### src/rtl/multicycle_ctrl_if.sv
// rtl/multicycle_ctrl_if.sv - instruction/status inputs and datapath control outputs of multicycle_ctrl
interface multicycle_ctrl_if;
   logic [5:0] OpCode;
   logic [5:0] Func;
   logic       Overflow;
   logic [2:0] SrcAddressMem;
   logic       MemOp;
   logic       WriteMDR;
   logic       IRWrite;
   logic       RegWrite;
   logic       WriteA;
   logic       WriteB;
   logic       WriteALUOut;
   logic       EPCWrite;
   logic       PCWrite;
   logic [2:0] RegDst;
   logic [1:0] ALUSrcA;
   logic [2:0] ALUSrcB;
   logic [2:0] ALUOp;
   logic [1:0] PCSource;
   logic [2:0] MemToReg;
   logic [1:0] ExcCause;
   logic [3:0] StateOut;

   modport master (
      output OpCode, Func, Overflow,
      input  SrcAddressMem, MemOp, WriteMDR, IRWrite, RegWrite, WriteA, WriteB,
             WriteALUOut, EPCWrite, PCWrite, RegDst, ALUSrcA, ALUSrcB, ALUOp,
             PCSource, MemToReg, ExcCause, StateOut
   );

   modport slave (
      input  OpCode, Func, Overflow,
      output SrcAddressMem, MemOp, WriteMDR, IRWrite, RegWrite, WriteA, WriteB,
             WriteALUOut, EPCWrite, PCWrite, RegDst, ALUSrcA, ALUSrcB, ALUOp,
             PCSource, MemToReg, ExcCause, StateOut
   );
endinterface

### src/rtl/multicycle_ctrl.sv
// rtl/multicycle_ctrl.sv - multicycle CPU control FSM with wait-state memory reads and exceptions
module multicycle_ctrl #(
   parameter int MEM_WAIT = 1,
   parameter bit OVF_EN   = 1'b1
) (
   input  logic              clk,
   input  logic              reset,
   multicycle_ctrl_if.slave  bus
);
   typedef enum logic [3:0] {
      S_RST    = 4'd0,
      S_FETCH  = 4'd1,
      S_MWAIT  = 4'd2,
      S_IRLD   = 4'd3,
      S_DECODE = 4'd4,
      S_ADD    = 4'd5,
      S_AND    = 4'd6,
      S_SUB    = 4'd7,
      S_ADDI   = 4'd8,
      S_WRRD   = 4'd9,
      S_WRRT   = 4'd10,
      S_EXC    = 4'd11,
      S_EWAIT  = 4'd12,
      S_ELD    = 4'd13,
      S_EJMP   = 4'd14
   } state_t;

   localparam logic [3:0] WAIT_LOAD = 4'(MEM_WAIT - 1);

   state_t     state_q, state_d;
   logic [3:0] cnt_q, cnt_d;
   logic [1:0] cause_q, cause_d;
   logic [2:0] vec;

   always_ff @(posedge clk or negedge reset) begin
      if (!reset) begin
         state_q <= S_RST;
         cnt_q   <= 4'd0;
         cause_q <= 2'd0;
      end else begin
         state_q <= state_d;
         cnt_q   <= cnt_d;
         cause_q <= cause_d;
      end
   end

   always_comb begin
      state_d = state_q;
      cnt_d   = cnt_q;
      cause_d = cause_q;
      case (state_q)
         S_RST:   state_d = S_FETCH;
         S_FETCH: begin
            state_d = S_MWAIT;
            cnt_d   = WAIT_LOAD;
         end
         S_MWAIT: begin
            if (cnt_q == 4'd0) state_d = S_IRLD;
            else               cnt_d   = cnt_q - 4'd1;
         end
         S_IRLD:  state_d = S_DECODE;
         S_DECODE: begin
            if (bus.OpCode == 6'h00 && bus.Func == 6'h20)      state_d = S_ADD;
            else if (bus.OpCode == 6'h00 && bus.Func == 6'h24) state_d = S_AND;
            else if (bus.OpCode == 6'h00 && bus.Func == 6'h22) state_d = S_SUB;
            else if (bus.OpCode == 6'h08)                      state_d = S_ADDI;
            else begin
               state_d = S_EXC;
               cause_d = 2'd1;
            end
         end
         S_ADD, S_SUB, S_ADDI: begin
            if (bus.Overflow && OVF_EN) begin
               state_d = S_EXC;
               cause_d = 2'd2;
            end else begin
               state_d = (state_q == S_ADDI) ? S_WRRT : S_WRRD;
            end
         end
         S_AND:           state_d = S_WRRD;
         S_WRRD, S_WRRT:  state_d = S_FETCH;
         S_EXC: begin
            state_d = S_EWAIT;
            cnt_d   = WAIT_LOAD;
         end
         S_EWAIT: begin
            if (cnt_q == 4'd0) state_d = S_ELD;
            else               cnt_d   = cnt_q - 4'd1;
         end
         S_ELD:   state_d = S_EJMP;
         S_EJMP:  state_d = S_FETCH;
         default: state_d = S_RST;
      endcase
   end

   // Exception vector address selector: 253 for invalid opcode, 254 for overflow
   assign vec = (cause_q == 2'd2) ? 3'd4 : 3'd3;

   always_comb begin
      bus.SrcAddressMem = 3'd0;
      bus.MemOp         = 1'b0;
      bus.WriteMDR      = 1'b0;
      bus.IRWrite       = 1'b0;
      bus.RegWrite      = 1'b0;
      bus.WriteA        = 1'b0;
      bus.WriteB        = 1'b0;
      bus.WriteALUOut   = 1'b0;
      bus.EPCWrite      = 1'b0;
      bus.PCWrite       = 1'b0;
      bus.RegDst        = 3'd0;
      bus.ALUSrcA       = 2'd0;
      bus.ALUSrcB       = 3'd0;
      bus.ALUOp         = 3'd0;
      bus.PCSource      = 2'd0;
      bus.MemToReg      = 3'd0;
      case (state_q)
         S_RST: begin
            bus.RegDst   = 3'd3;
            bus.MemToReg = 3'd7;
            bus.RegWrite = 1'b1;
         end
         S_FETCH: begin
            bus.ALUSrcB = 3'd1;
            bus.ALUOp   = 3'd1;
            bus.PCWrite = 1'b1;
         end
         S_IRLD: bus.IRWrite = 1'b1;
         S_DECODE: begin
            bus.WriteA      = 1'b1;
            bus.WriteB      = 1'b1;
            bus.ALUSrcB     = 3'd3;
            bus.ALUOp       = 3'd1;
            bus.WriteALUOut = 1'b1;
         end
         S_ADD, S_AND, S_SUB, S_ADDI: begin
            bus.ALUSrcA     = 2'd1;
            bus.WriteALUOut = 1'b1;
            bus.ALUOp       = (state_q == S_AND) ? 3'd3 : (state_q == S_SUB) ? 3'd2 : 3'd1;
            bus.ALUSrcB     = (state_q == S_ADDI) ? 3'd2 : 3'd0;
         end
         S_WRRD: begin
            bus.RegDst   = 3'd1;
            bus.RegWrite = 1'b1;
         end
         S_WRRT: bus.RegWrite = 1'b1;
         S_EXC: begin
            bus.ALUSrcB       = 3'd1;
            bus.ALUOp         = 3'd2;
            bus.EPCWrite      = 1'b1;
            bus.SrcAddressMem = vec;
         end
         S_EWAIT: bus.SrcAddressMem = vec;
         S_ELD: begin
            bus.SrcAddressMem = vec;
            bus.WriteMDR      = 1'b1;
         end
         S_EJMP: begin
            bus.PCSource = 2'd1;
            bus.PCWrite  = 1'b1;
         end
         default: ;
      endcase
   end

   assign bus.ExcCause = cause_q;
   assign bus.StateOut = state_q;
endmodule

### src/flat_wrapper.sv
// flat-port wrapper written by rule: the top's interface ports become plain ports
module multicycle_ctrl_flat 
#(
   parameter int MEM_WAIT = 1,
   parameter bit OVF_EN   = 1'b1
)
  (clk, reset, bus_OpCode, bus_Func, bus_Overflow, bus_SrcAddressMem, bus_MemOp, bus_WriteMDR, bus_IRWrite, bus_RegWrite, bus_WriteA, bus_WriteB, bus_WriteALUOut, bus_EPCWrite, bus_PCWrite, bus_RegDst, bus_ALUSrcA, bus_ALUSrcB, bus_ALUOp, bus_PCSource, bus_MemToReg, bus_ExcCause, bus_StateOut);
  multicycle_ctrl_if bus_i ();
  input  logic clk;
  input  logic reset;
  input wire logic [$bits(bus_i.OpCode)-1:0] bus_OpCode;
  input wire logic [$bits(bus_i.Func)-1:0] bus_Func;
  input wire logic [$bits(bus_i.Overflow)-1:0] bus_Overflow;
  output wire logic [$bits(bus_i.SrcAddressMem)-1:0] bus_SrcAddressMem;
  output wire logic [$bits(bus_i.MemOp)-1:0] bus_MemOp;
  output wire logic [$bits(bus_i.WriteMDR)-1:0] bus_WriteMDR;
  output wire logic [$bits(bus_i.IRWrite)-1:0] bus_IRWrite;
  output wire logic [$bits(bus_i.RegWrite)-1:0] bus_RegWrite;
  output wire logic [$bits(bus_i.WriteA)-1:0] bus_WriteA;
  output wire logic [$bits(bus_i.WriteB)-1:0] bus_WriteB;
  output wire logic [$bits(bus_i.WriteALUOut)-1:0] bus_WriteALUOut;
  output wire logic [$bits(bus_i.EPCWrite)-1:0] bus_EPCWrite;
  output wire logic [$bits(bus_i.PCWrite)-1:0] bus_PCWrite;
  output wire logic [$bits(bus_i.RegDst)-1:0] bus_RegDst;
  output wire logic [$bits(bus_i.ALUSrcA)-1:0] bus_ALUSrcA;
  output wire logic [$bits(bus_i.ALUSrcB)-1:0] bus_ALUSrcB;
  output wire logic [$bits(bus_i.ALUOp)-1:0] bus_ALUOp;
  output wire logic [$bits(bus_i.PCSource)-1:0] bus_PCSource;
  output wire logic [$bits(bus_i.MemToReg)-1:0] bus_MemToReg;
  output wire logic [$bits(bus_i.ExcCause)-1:0] bus_ExcCause;
  output wire logic [$bits(bus_i.StateOut)-1:0] bus_StateOut;
  assign bus_i.OpCode = bus_OpCode;
  assign bus_i.Func = bus_Func;
  assign bus_i.Overflow = bus_Overflow;
  assign bus_SrcAddressMem = bus_i.SrcAddressMem;
  assign bus_MemOp = bus_i.MemOp;
  assign bus_WriteMDR = bus_i.WriteMDR;
  assign bus_IRWrite = bus_i.IRWrite;
  assign bus_RegWrite = bus_i.RegWrite;
  assign bus_WriteA = bus_i.WriteA;
  assign bus_WriteB = bus_i.WriteB;
  assign bus_WriteALUOut = bus_i.WriteALUOut;
  assign bus_EPCWrite = bus_i.EPCWrite;
  assign bus_PCWrite = bus_i.PCWrite;
  assign bus_RegDst = bus_i.RegDst;
  assign bus_ALUSrcA = bus_i.ALUSrcA;
  assign bus_ALUSrcB = bus_i.ALUSrcB;
  assign bus_ALUOp = bus_i.ALUOp;
  assign bus_PCSource = bus_i.PCSource;
  assign bus_MemToReg = bus_i.MemToReg;
  assign bus_ExcCause = bus_i.ExcCause;
  assign bus_StateOut = bus_i.StateOut;
  multicycle_ctrl #(.MEM_WAIT(MEM_WAIT), .OVF_EN(OVF_EN)) u_core (.clk(clk), .reset(reset), .bus(bus_i));
endmodule
### config.mk
export PLATFORM = sky130hd
export DESIGN_NAME = multicycle_ctrl_flat
export DESIGN_NICKNAME = d
export VERILOG_FILES = /design/src/rtl/multicycle_ctrl_if.sv /design/src/rtl/multicycle_ctrl.sv /design/src/flat_wrapper.sv
export SDC_FILE = /design/constraint.sdc
export NUM_CORES = 1
export LEC_CHECK = 0
export ABC_AREA = 1
export ABC_CLOCK_PERIOD_IN_PS = 1400
export CAP_MARGIN = 20
export CORE_MARGIN = 2
export CORE_UTILIZATION = 35
export CTS_CLUSTER_DIAMETER = 60
export DETAILED_ROUTE_END_ITERATION = 10
export PLACE_DENSITY = 0.76
export SYNTH_ARGS = -nofsm -noshare
export SYNTH_HDL_FRONTEND = slang
export SYNTH_SLANG_ARGS = --single-unit
### constraint.sdc
create_clock -name clk -period 1.4 [get_ports clk]
set_input_delay 0.42 -clock clk [delete_from_list [all_inputs] [get_ports clk]]
set_output_delay 0.42 -clock clk [all_outputs]
set_load 0.005 [all_outputs]
# [Word-level counts from Yosys, hierarchy flattened]
# Cells that the tools add are included.
[totals] reg_bits=10 latch_bits=0 ramBits=0 mem_bits_ro=0 in_bits=15 out_inout_bits=34 elab_cells=87 mem_count=0
[op_classes] add_sub_neg=1 multipliers=0 div=0 n_lt_le_gt_ge=0 n_eq_ne=27 n_shift=0 muxes=35 n_bitwise=0 n_reduce_logical=21
[ops] cell="$pmux W4 S10" count=1
[ops] cell="$eq A4 B4 Y1 const B" count=7
[ops] cell="$mux W4" count=7
[ops] cell="$eq A6 B6 Y1 const B" count=3
[ops] cell="$mux W2" count=9
[ops] cell="$pmux W3 S3" count=2
[ops] cell="$eq A4 B3 Y1 const B" count=4
[ops] cell="$mux W3" count=4
[ops] cell="$ne A2 B2 Y1 const B" count=6
[ops] cell="$mux W1" count=9
[ops] cell="$reduce_or A3 Y1" count=3
[ops] cell="$eq A4 B2 Y1 const B" count=2
[ops] cell="$logic_not A4 Y1" count=2
[ops] cell="$pmux W2 S2" count=2
[ops] cell="$pmux W4 S2" count=1
[ops] cell="$reduce_or A2 Y1" count=4
[ops] cell="$reduce_or A4 Y1" count=2
[ops] cell="$eq A6 B4 Y1 const B" count=1
[ops] cell="$logic_not A6 Y1" count=1
[ops] cell="$reduce_and A6 Y1" count=1
[ops] cell="$reduce_or A5 Y1" count=1
[ops] cell="$eq A4 B1 Y1 const B" count=1
[ops] cell="$ne A2 B1 Y1 const B" count=2
[ops] cell="$reduce_and A2 Y1" count=2
[ops] cell="4 further kinds" count=7

# [Logic depth before layout (Yosys ltp)]
# Gate-level depths: netlist of the first run.
[logic_depth] word_depth=6 mapped_depth=10 depth_no_buf=10

# [Worst setup path before layout of the first run]
# Ideal clock, no wire load.
[synth_path] path_type="reg2out" start="register u_core.state_q[3] (netlist: u_core.bus.StateOut[3])" end="output bus_SrcAddressMem[1]" t_arrival_ns=1.181 required_time_ns=0.980 setup_slack_ns=-0.201 stages_incl_launch_ff=8 n_path_buf=1 cell_sequence="dfrtp_1 -> inv_2 -> nor2_4 -> inv_2 -> nor2_2 -> a21oi_1 -> nor2_1 -> buf_4"
[synth_between] elab_chain_cells=3 word_cells_on_any_way=5 classes_between="eq/ne (3); mux (1); reduce/logical (1)"
[synth_lines] item="from (decl)" line="multicycle_ctrl.sv:30" rtl="state_t state_q, state_d;"
[synth_lines] item="from (signal assigned)" line="multicycle_ctrl.sv:41" rtl="state_q <= state_d;"
[synth_lines] item="$eq A4 B4 Y1" line="multicycle_ctrl.sv:116" rtl="case (state_q)"
[synth_lines] item="$reduce_or A3 Y1 (no source line) (*)"
[synth_lines] item="$mux W3 (*)" line="multicycle_ctrl.sv:116"
[synth_lines] item="to (decl)" line="flat_wrapper.sv:14" rtl="output wire logic [$bits(bus_i.SrcAddressMem)-1:0] bus_SrcAddressMem;"
# Every way passes the cells marked *; elsewhere a longest branch is shown, timed or not.

# [Final worst setup path of the first run]
[layout_path] start="register u_core.state_q[3] (netlist: u_core.bus.StateOut[3])" end="output bus_ALUSrcA[0]"
[layout_between] elab_chain_cells=3 word_cells_on_any_way=6 classes_between="eq/ne (4); mux (1); reduce/logical (1)"
[layout_lines] item="$eq A4 B3 Y1 or $eq A4 B4 Y1 (tied branches)" line="multicycle_ctrl.sv:116"
[layout_lines] item="$reduce_or A4 Y1 (*)" line="multicycle_ctrl.sv:116"
[layout_lines] item="$mux W1 (*)" line="multicycle_ctrl.sv:116"
[layout_lines] item="to (decl)" line="flat_wrapper.sv:25" rtl="output wire logic [$bits(bus_i.ALUSrcA)-1:0] bus_ALUSrcA;"
# Marked as above.

==> results of run 1 <==
logic make-up (layout without fill, tap and decap cells):
group / count (synthesis) / after routing
AO/OA/AOI/OAI: 12 / 12
AND/OR/NAND/NOR: 81 / 81
buffers and inverters: 36 / 129
other: 1 / 6
flip-flops: 10 / 10
XOR/XNOR: 1 / 1
adder cells (fa/ha/maj): 1 / 1
power groups by stage:
stage / sequential (W) / combinational (W) / clock, W
6_report: 0.000556 / 0.00333 / 0.000269
5_1_grt: 0.000565 / 0.00354 / 0.000287
4_1_cts: 0.000526 / 0.00271 / 0.000256
3_5_place_dp: 0.000547 / 0.00225 / 0
3_3_place_gp: 0.000531 / 0.00219 / 0
2_1_floorplan: 0.000537 / 0.00105 / 0
worst max-delay path by stage:
stage | startpoint | to | slack, ps | cells after the start
after global placement | u_core.bus.StateOut[0]$_DFFE_PN0P_ | bus_ALUOp[0] | -500 | 6
after floorplan | u_core.bus.StateOut[3]$_DFFE_PN0P_ | bus_SrcAddressMem[1] | -110 | 7
after global routing | u_core.bus.StateOut[3]$_DFFE_PN0P_ | bus_ALUSrcA[0] | -610 | 8
after detailed placement | u_core.bus.StateOut[0]$_DFFE_PN0P_ | bus_ALUOp[0] | -560 | 6
final | u_core.bus.StateOut[3]$_DFFE_PN0P_ | bus_ALUSrcA[0] | -560 | 8
after CTS | u_core.bus.StateOut[2]$_DFFE_PN0P_ | bus_SrcAddressMem[2] | -450 | 7
cells in the mapped netlist, types with 2 or more instances:
cell type | count | area (um2)
o22ai_1 | 3 | 18.8
buf_4 | 11 | 82.6
dfrtp_1 | 10 | 250
nor3_1 | 2 | 10.0
nand2_4 | 2 | 22.5
a21oi_1 | 3 | 15.0
nor2_2 | 3 | 18.8
o211ai_1 | 3 | 22.5
o21ai_0 | 3 | 15.0
nand2_2 | 6 | 37.5
inv_1 | 21 | 78.8
nand3_1 | 16 | 80.1
inv_2 | 4 | 15.0
nor2_1 | 21 | 78.8
nor2_4 | 3 | 33.8
nand2_1 | 24 | 90.1
placed cells by master (no fill, tap or decap), drive strengths merged, types with 2 or more instances in the layout:
cell and instances:
nor2 27, nand2 32, buf 77, nor3 2, clkbuf 9, dlymetal6s2s 2
o21ai 3, o211ai 3, clkdlybuf4s50 7, a21oi 3, conb 6, o22ai 3
clkdlybuf4s15 3, nand3 16, dfrtp 10, dlygate4sd2 6, inv 25
cell type report:
class                      count  area, um2  area share [%]
inverter                      25        109            5.42
clock buffer                   4       36.3            1.81
sequential                    10        255            12.7
timing repair buffer         100        833            41.5
multi-input combinational    101        738            36.7
tap                           30       37.5            1.87
through the flow:
step                      util, %  hold slack, ps  setup slack (ps)  TNS [ps]  power [W]
after CTS                    74.2             476              -451    -10100    0.00350
after floorplan                 -             124              -109      -167    0.00159
after global routing         81.1             484              -614    -13630    0.00440
after detailed placement     62.7             543              -558    -12720    0.00280
final                        81.1             450              -564    -11910    0.00415
after global placement       62.7             516              -498    -11740    0.00272
worst reg2reg max path, stage by stage, from the launching register on:
cell     delay, ps
dfrtp_2        450
buf_6          130
nor2_4         170
nand2_4        110
buf_6          140
buf_4          140
nand3_2         70
nand2_2         60
nor2_4         120
nand2_2         70
nand2_1         60
nand2_1         50
what timing repair did:
action,in CTS,in global routing
pin swaps,26,24
gates resized for setup,134,60
endpoints found under the setup margin,36,37
endpoints found under the hold margin,0,0
buffers inserted,24,8
hold buffers,0,0
registers in the layout, indices dropped and copies added, names as in the netlist:
| signal | flops |
|---|---|
| u_core.bus.ExcCause | 2 |
| u_core.bus.StateOut | 4 |
| u_core.cnt_q | 4 |
metal layers:
metal	wire, um	GRT usage (%)	part of all wire, %	up-vias
met1	1780	26.9	38	681
met4	159	11.8	3.4	0
met2	2450	47.8	53	65
met3	248	3.98	5.3	19
met5	0	0	0	-
li1	-	-	-	623
==> flow_summary.toml, run 1 <==
[status]
status = "finished with violations"
violations = "setup timing"

[floorplan]
num_rows = 18
start_util_pct = 37.2
ios = 49
dieWidth_um = 55.3
chipHeight_um = 55.3
die-area_um2 = 3060
core_area_um2 = 2480

[cells_and_area]
nNetsFinal = 257
fin_cells = 270
final_area_um2 = 2010
antenna_cells = 0
fillers = 164
layout-drive-gt1-share_pct = 62.5
syn2layout_area_growth_pct = 118

[power_and_ir_drop]
seqPwrFrac_pct = 13.4
p_int_w = 0.00223
power_density_nw_per_um2 = 2070
p_sw_share_pct = 46.2
clkPwrFrac_pct = 6.5
switchingPower_w = 0.00192
ir_worst_vdd_mv = 1.49
combinationalPowerShare_pct = 80.1
p_leak_nw = 1.11

[global_route]
grt_max_degree = 11
track_usage_pct = 25.3
grt_pass1_vias = 1426
grt_pass1_wl_um = 6250
antenna_found_initial = 0
grt-ovfl-total = 0

[sta]
fin_crit_sh_pct = 140
max_freq_mhz = 509
final_hold_viol_count = 0
rsz0062_at_grt = "true"
finalSetupViolations = 34
setup_slack_ps = -564
min_period_ps = 1960
drv_slew = 0
skew_ps = 9.14

[critical_path]
cp_top_family = "buffers and inverters"
r2r_end = "u_core.bus.ExcCause[0]$_DFFE_PN0P_"
worstPathArrival_ps = 1540
worstSetupStartpointType = "flop"
path_buf_inv = 4
ff2ff_path_depth = 11
crit_path_top_delay_cell = "dfrtp_2"
crit_chain = "buf_6, nor2_4, buf_4, nand2_2, nand2_4, nor2_4, inv_1, buf_2"
crit_fanout = 4
worst_path_most_repeated_cell = "nor2_4"
reg2reg_slack_ps = -280
cp_slowest_stage_delay_ps = 450
end_kind = "output port"
required_ps = 980
criticalPathCategory = "flop to output port"
rr_startpoint = "u_core.bus.StateOut[3]$_DFFE_PN0P_"

[synth]
ys.flop_type = "dfrtp_1"
synthDistinctLibCells = 23
synth_area_per_cell_um2 = 6.49
synth_edf_count = 0
synthArstFlopShare_pct = 100
synth-compound-area-share_pct = 7.74
synth_top_family_by_area = "simple AND/OR/NAND/NOR gates"
synth_fa_ha_area_share_pct = 1.36
syn-instance-count = 142
synth-simple-area-share_pct = 43.2
synth_xor_area_share_pct = 0.951
ys_seq_elements = 10
synth.area.mux_share_pct = 0
synth_warnings = 0
synth_seq_area_share_pct = 27.2
syn_area_um2 = 921

[detailed_routing]
wl_um = 4640
final_antenna_net_count = 0
viasPerCell = 5.14
wire_per_inst_um = 17.2
drtIter0Drc = 52
drc = 0
dr_total_vias = 1388
drtPass1Iterations = 4

[run]
cap_violations = 0

[clocking]
clock-root-buffer = "clkbuf_4"
cts.sink_count = 10
numCtsBuffers = 3
cts_buffer_depth = 2
clock_latency_ps = 270
clk_pin_slew_ps = 80
cts_tree = "yes"
htreeDepth = 1

[placement]
numPortBuffers = 42
dp_hpwl_um = 2380
dpl_cell_area_um2 = 1550
gp_congestion = 0.880
dp.cells = 237

[hold_path]
hold_path_class = "input port to async pin"
No activity file was read; power rests on OpenSTA's default activity.
==> run 2: changes to the inputs <==
==> constraint.sdc (replaced) <==
create_clock -name clk -period 1.4 [get_ports clk]
set_input_delay 0.42 -clock clk [delete_from_list [all_inputs] [get_ports clk]]
set_output_delay 0.42 -clock clk [all_outputs]
set_load 0.05 [all_outputs]
==> run 2 against run 1 <==
Effect of this change:
- the flow now stops in global routing (5_1_grt)
- synthesized area unchanged
- synthesized cell count is the same
==> flow_summary.toml, run 2 <==
[placement]
pre_cts_slack_ps = -455
numPortBuffers = 42
dp_hpwl_um = 2800
gp_congestion = 0.854

[clocking]
numCtsBuffers = 3
postCtsHoldBufs = 0
cts.sink_count = 10
htreeDepth = 1
clock-root-buffer = "clkbuf_4"
cts_buffer_depth = 2

[floorplan]
dieWidth_um = 55.3
num_rows = 18
chipHeight_um = 55.3
ios = 49
start_util_pct = 37.2

[synth]
synth_top_area_cell = "dfrtp_1"
synth_most_common_cell = "nand2_1"
synth_seq_area_share_pct = 27.2
synthDistinctLibCells = 23
synthArstFlopShare_pct = 100
ys.flop_type = "dfrtp_1"
synth_edf_count = 0
synth_area_per_cell_um2 = 6.49
synth_warnings = 0
synth_top_area_share_pct = 27.2
ys_seq_elements = 10
syn_area_um2 = 921
syn-instance-count = 142
synth.area.top_cells = "dfrtp_1, nand2_1, buf_4, nand3_1, inv_1"
synthTopCellsByCount = "nand2_1, inv_1, nor2_1, nand3_1, buf_4"

[status]
tool.error = "[ERROR DPL-0038] Utilization greater than 100%, impossible to legalize"
status = "stopped before the end"
haltStage = "global routing (5_1_grt)"

[sta]
worstEndpointGrtRepair = "bus_ALUOp[0]"
endpoint_type = "top-level output"

[global_route]
grt_max_degree = 7
==> run 2: cells by family after synthesis <==
kind of cell	after synthesis	share of synthesized area, %
AND/OR/NAND/NOR	81	43.2
XOR/XNOR	1	0.951
adder cells (fa/ha/maj)	1	1.36
buffers and inverters	36	19.2
other	1	0.407
flip-flops	10	27.2
AO/OA/AOI/OAI	12	7.74
==> run 2: metrics by stage <==
step / cell area, um2 / hold WS, ps / cells
after global placement: 1980 / 528 / 243
after CTS: 2380 / 373 / 264
after detailed placement: 1980 / 545 / 243
after floorplan: 1120 / 124 / 147
==> run 2: repair_timing <==
item	in CTS
pin swaps	18
buffers inserted	18
setup endpoints to repair	35
gates resized for setup	61
==> run 3: changes to the inputs <==
--- a/config.mk
+++ b/config.mk
@@ -6,13 +6,12 @@
 export NUM_CORES = 1
 export LEC_CHECK = 0
 export ABC_AREA = 1
-export ABC_CLOCK_PERIOD_IN_PS = 1400
+export ABC_CLOCK_PERIOD_IN_PS = 1820
 export CAP_MARGIN = 20
 export CORE_MARGIN = 2
-export CORE_UTILIZATION = 35
-export CTS_CLUSTER_DIAMETER = 60
+export CORE_UTILIZATION = 25
 export DETAILED_ROUTE_END_ITERATION = 10
-export PLACE_DENSITY = 0.76
+export PLACE_DENSITY_LB_ADDON = 0.15
 export SYNTH_ARGS = -nofsm -noshare
 export SYNTH_HDL_FRONTEND = slang
 export SYNTH_SLANG_ARGS = --single-unit
==> constraint.sdc (replaced) <==
create_clock -name clk -period 1.82 [get_ports clk]
set_input_delay 0.546 -clock clk [delete_from_list [all_inputs] [get_ports clk]]
set_output_delay 0.546 -clock clk [all_outputs]
set_load 0.05 [all_outputs]
==> run 3 against run 2 <==
Effect of this change:
- the flow now finishes, with violations (setup timing)
==> flow_summary.toml, run 3 (synthesized netlist as in run 1, its figures left out) <==
[clocking]
cts_buffer_depth = 2
htreeDepth = 1
cts_tree = "yes"
numCtsBuffers = 3
cts.sink_count = 10
postCtsHoldBufs = 0
clock_latency_ps = 240
clock-root-buffer = "clkbuf_8"
clk_pin_slew_ps = 50

[cells_and_area]
seqCellArea_um2 = 255
multi_input_area_um2 = 664
layout-drive-gt1-share_pct = 53.1
postLayoutCoreUtil_pct = 57.8
final_common_cell = "buf_4"
layout_common_cells = "buf_4, buf_12, nand3_1, inv_1, nand2_1"
antenna_cells = 0
fin_cells = 261
nNetsFinal = 230
syn2layout_area_growth_pct = 126
fillers = 325

[sta]
finalSetupViolations = 21
min_period_ps = 2050
skew_ps = 6.46
drv_slew = 0
final_hold_viol_count = 0
rsz0062_at_grt = "true"
setup_slack_ps = -234
max_freq_mhz = 487
fin_crit_sh_pct = 113

[status]
status = "finished with violations"
violations = "setup timing"

[floorplan]
chipHeight_um = 64.7
core_area_um2 = 3610
start_util_pct = 25.5
num_rows = 22
dieWidth_um = 64.7
ios = 49
die-area_um2 = 4180

[detailed_routing]
drtIter0Drc = 33
drtPass1Iterations = 4
viasPerCell = 4.39
drc = 0
wl_um = 2940
wire_per_inst_um = 11.3
final_antenna_net_count = 0
dr_total_vias = 1146

[placement]
pre_cts_slack_ps = -175
numPortBuffers = 42
dp.cells = 243
dp_hpwl_um = 2360
gp_congestion = 0.870

[run]
cap_violations = 0

[critical_path]
required_ps = 1270
criticalPathCategory = "flop to output port"
end_kind = "output port"
crit_fanout = 4
worstPathArrival_ps = 1510
worstSetupStartpointType = "flop"

[power_and_ir_drop]
ir_worst_vdd_mv = 1.19
seqPwrFrac_pct = 10.3
p_leak_nw = 0.982
switchingPower_w = 0.00219
combinationalPowerShare_pct = 83.2
clkPwrFrac_pct = 6.5
p_int_w = 0.00214
p_sw_share_pct = 50.5
power_density_nw_per_um2 = 2080

[hold_path]
hold_path_class = "flop to flop"

[global_route]
grt_pass1_wl_um = 4840
track_usage_pct = 14.5
antenna_found_initial = 0
grt_max_degree = 11
grt_pass1_vias = 1131
grt-ovfl-total = 0
## run 3: routing by layer
layer	global-route usage (%)	wire length [um]
met1	15.4	1130
met2	27.7	1590
met3	2.60	126
met4	6.38	93
met5	0	0
## run 3: repair_timing
item / in CTS / in global routing
gates resized for setup: 17 / 20
buffers inserted: 12 / 5
endpoints found under the hold margin: 0 / 0
pin swaps: 4 / 7
setup endpoints to repair: 22 / 24
## run 3: path summary, 6_finish.rpt
path                       slack (ps)                               start  depth (start not counted)                            endpoint
setup / recovery                 -230  u_core.bus.StateOut[0]$_DFFE_PN0P_                          6                      bus_ALUSrcB[0]
min in group asynchronous         630                               reset                          1         u_core.cnt_q[2]$_DFFE_PN0P_
max in group asynchronous         830                               reset                          1  u_core.bus.StateOut[3]$_DFFE_PN0P_
hold reg to reg                   550         u_core.cnt_q[2]$_DFFE_PN0P_                          3         u_core.cnt_q[2]$_DFFE_PN0P_
setup reg to reg                  120  u_core.bus.StateOut[1]$_DFFE_PN0P_                         11  u_core.bus.ExcCause[1]$_DFFE_PN0P_
hold / removal                    550         u_core.cnt_q[2]$_DFFE_PN0P_                          3         u_core.cnt_q[2]$_DFFE_PN0P_
## run 3: worst max-delay path: stages (launching register included)
cell and delay (ps):
dfrtp_2 450, buf_4 160, nand2_2 120, nor2_4 60
nor2_1 200, nand2_2 110, buf_12 160
## run 3: through the flow
stage	setup TNS, ps	instance area (um2)	power (W)	hold WS, ps
3_5_place_dp	-591	1810	0.00370	545
5_1_grt	-3850	2080	0.00456	606
2_1_floorplan	-3460	1060	0.00229	250
6_report	-2590	2080	0.00433	553
3_3_place_gp	-314	1810	0.00365	533
4_1_cts	-3140	2010	0.00425	553
## run 3: power by group through the flow
| stage | Clock (W) | Sequential [W] | Combinational, W |
|---|---|---|---|
| finish | 0.000280 | 0.000446 | 0.00360 |
| global route | 0.000295 | 0.000465 | 0.00380 |
| detailed placement | 0 | 0.000439 | 0.00326 |
| floorplan | 0 | 0.000603 | 0.00169 |
| CTS | 0.000283 | 0.000430 | 0.00354 |
| global placement | 0 | 0.000434 | 0.00321 |
## run 3: final cells by class
class	count	share of cell area (%)
tap	48	2.88
clock buffer	4	2.64
inverter	25	5.11
multi-input combinational	101	31.9
sequential	10	12.3
timing repair buffer	73	45.2
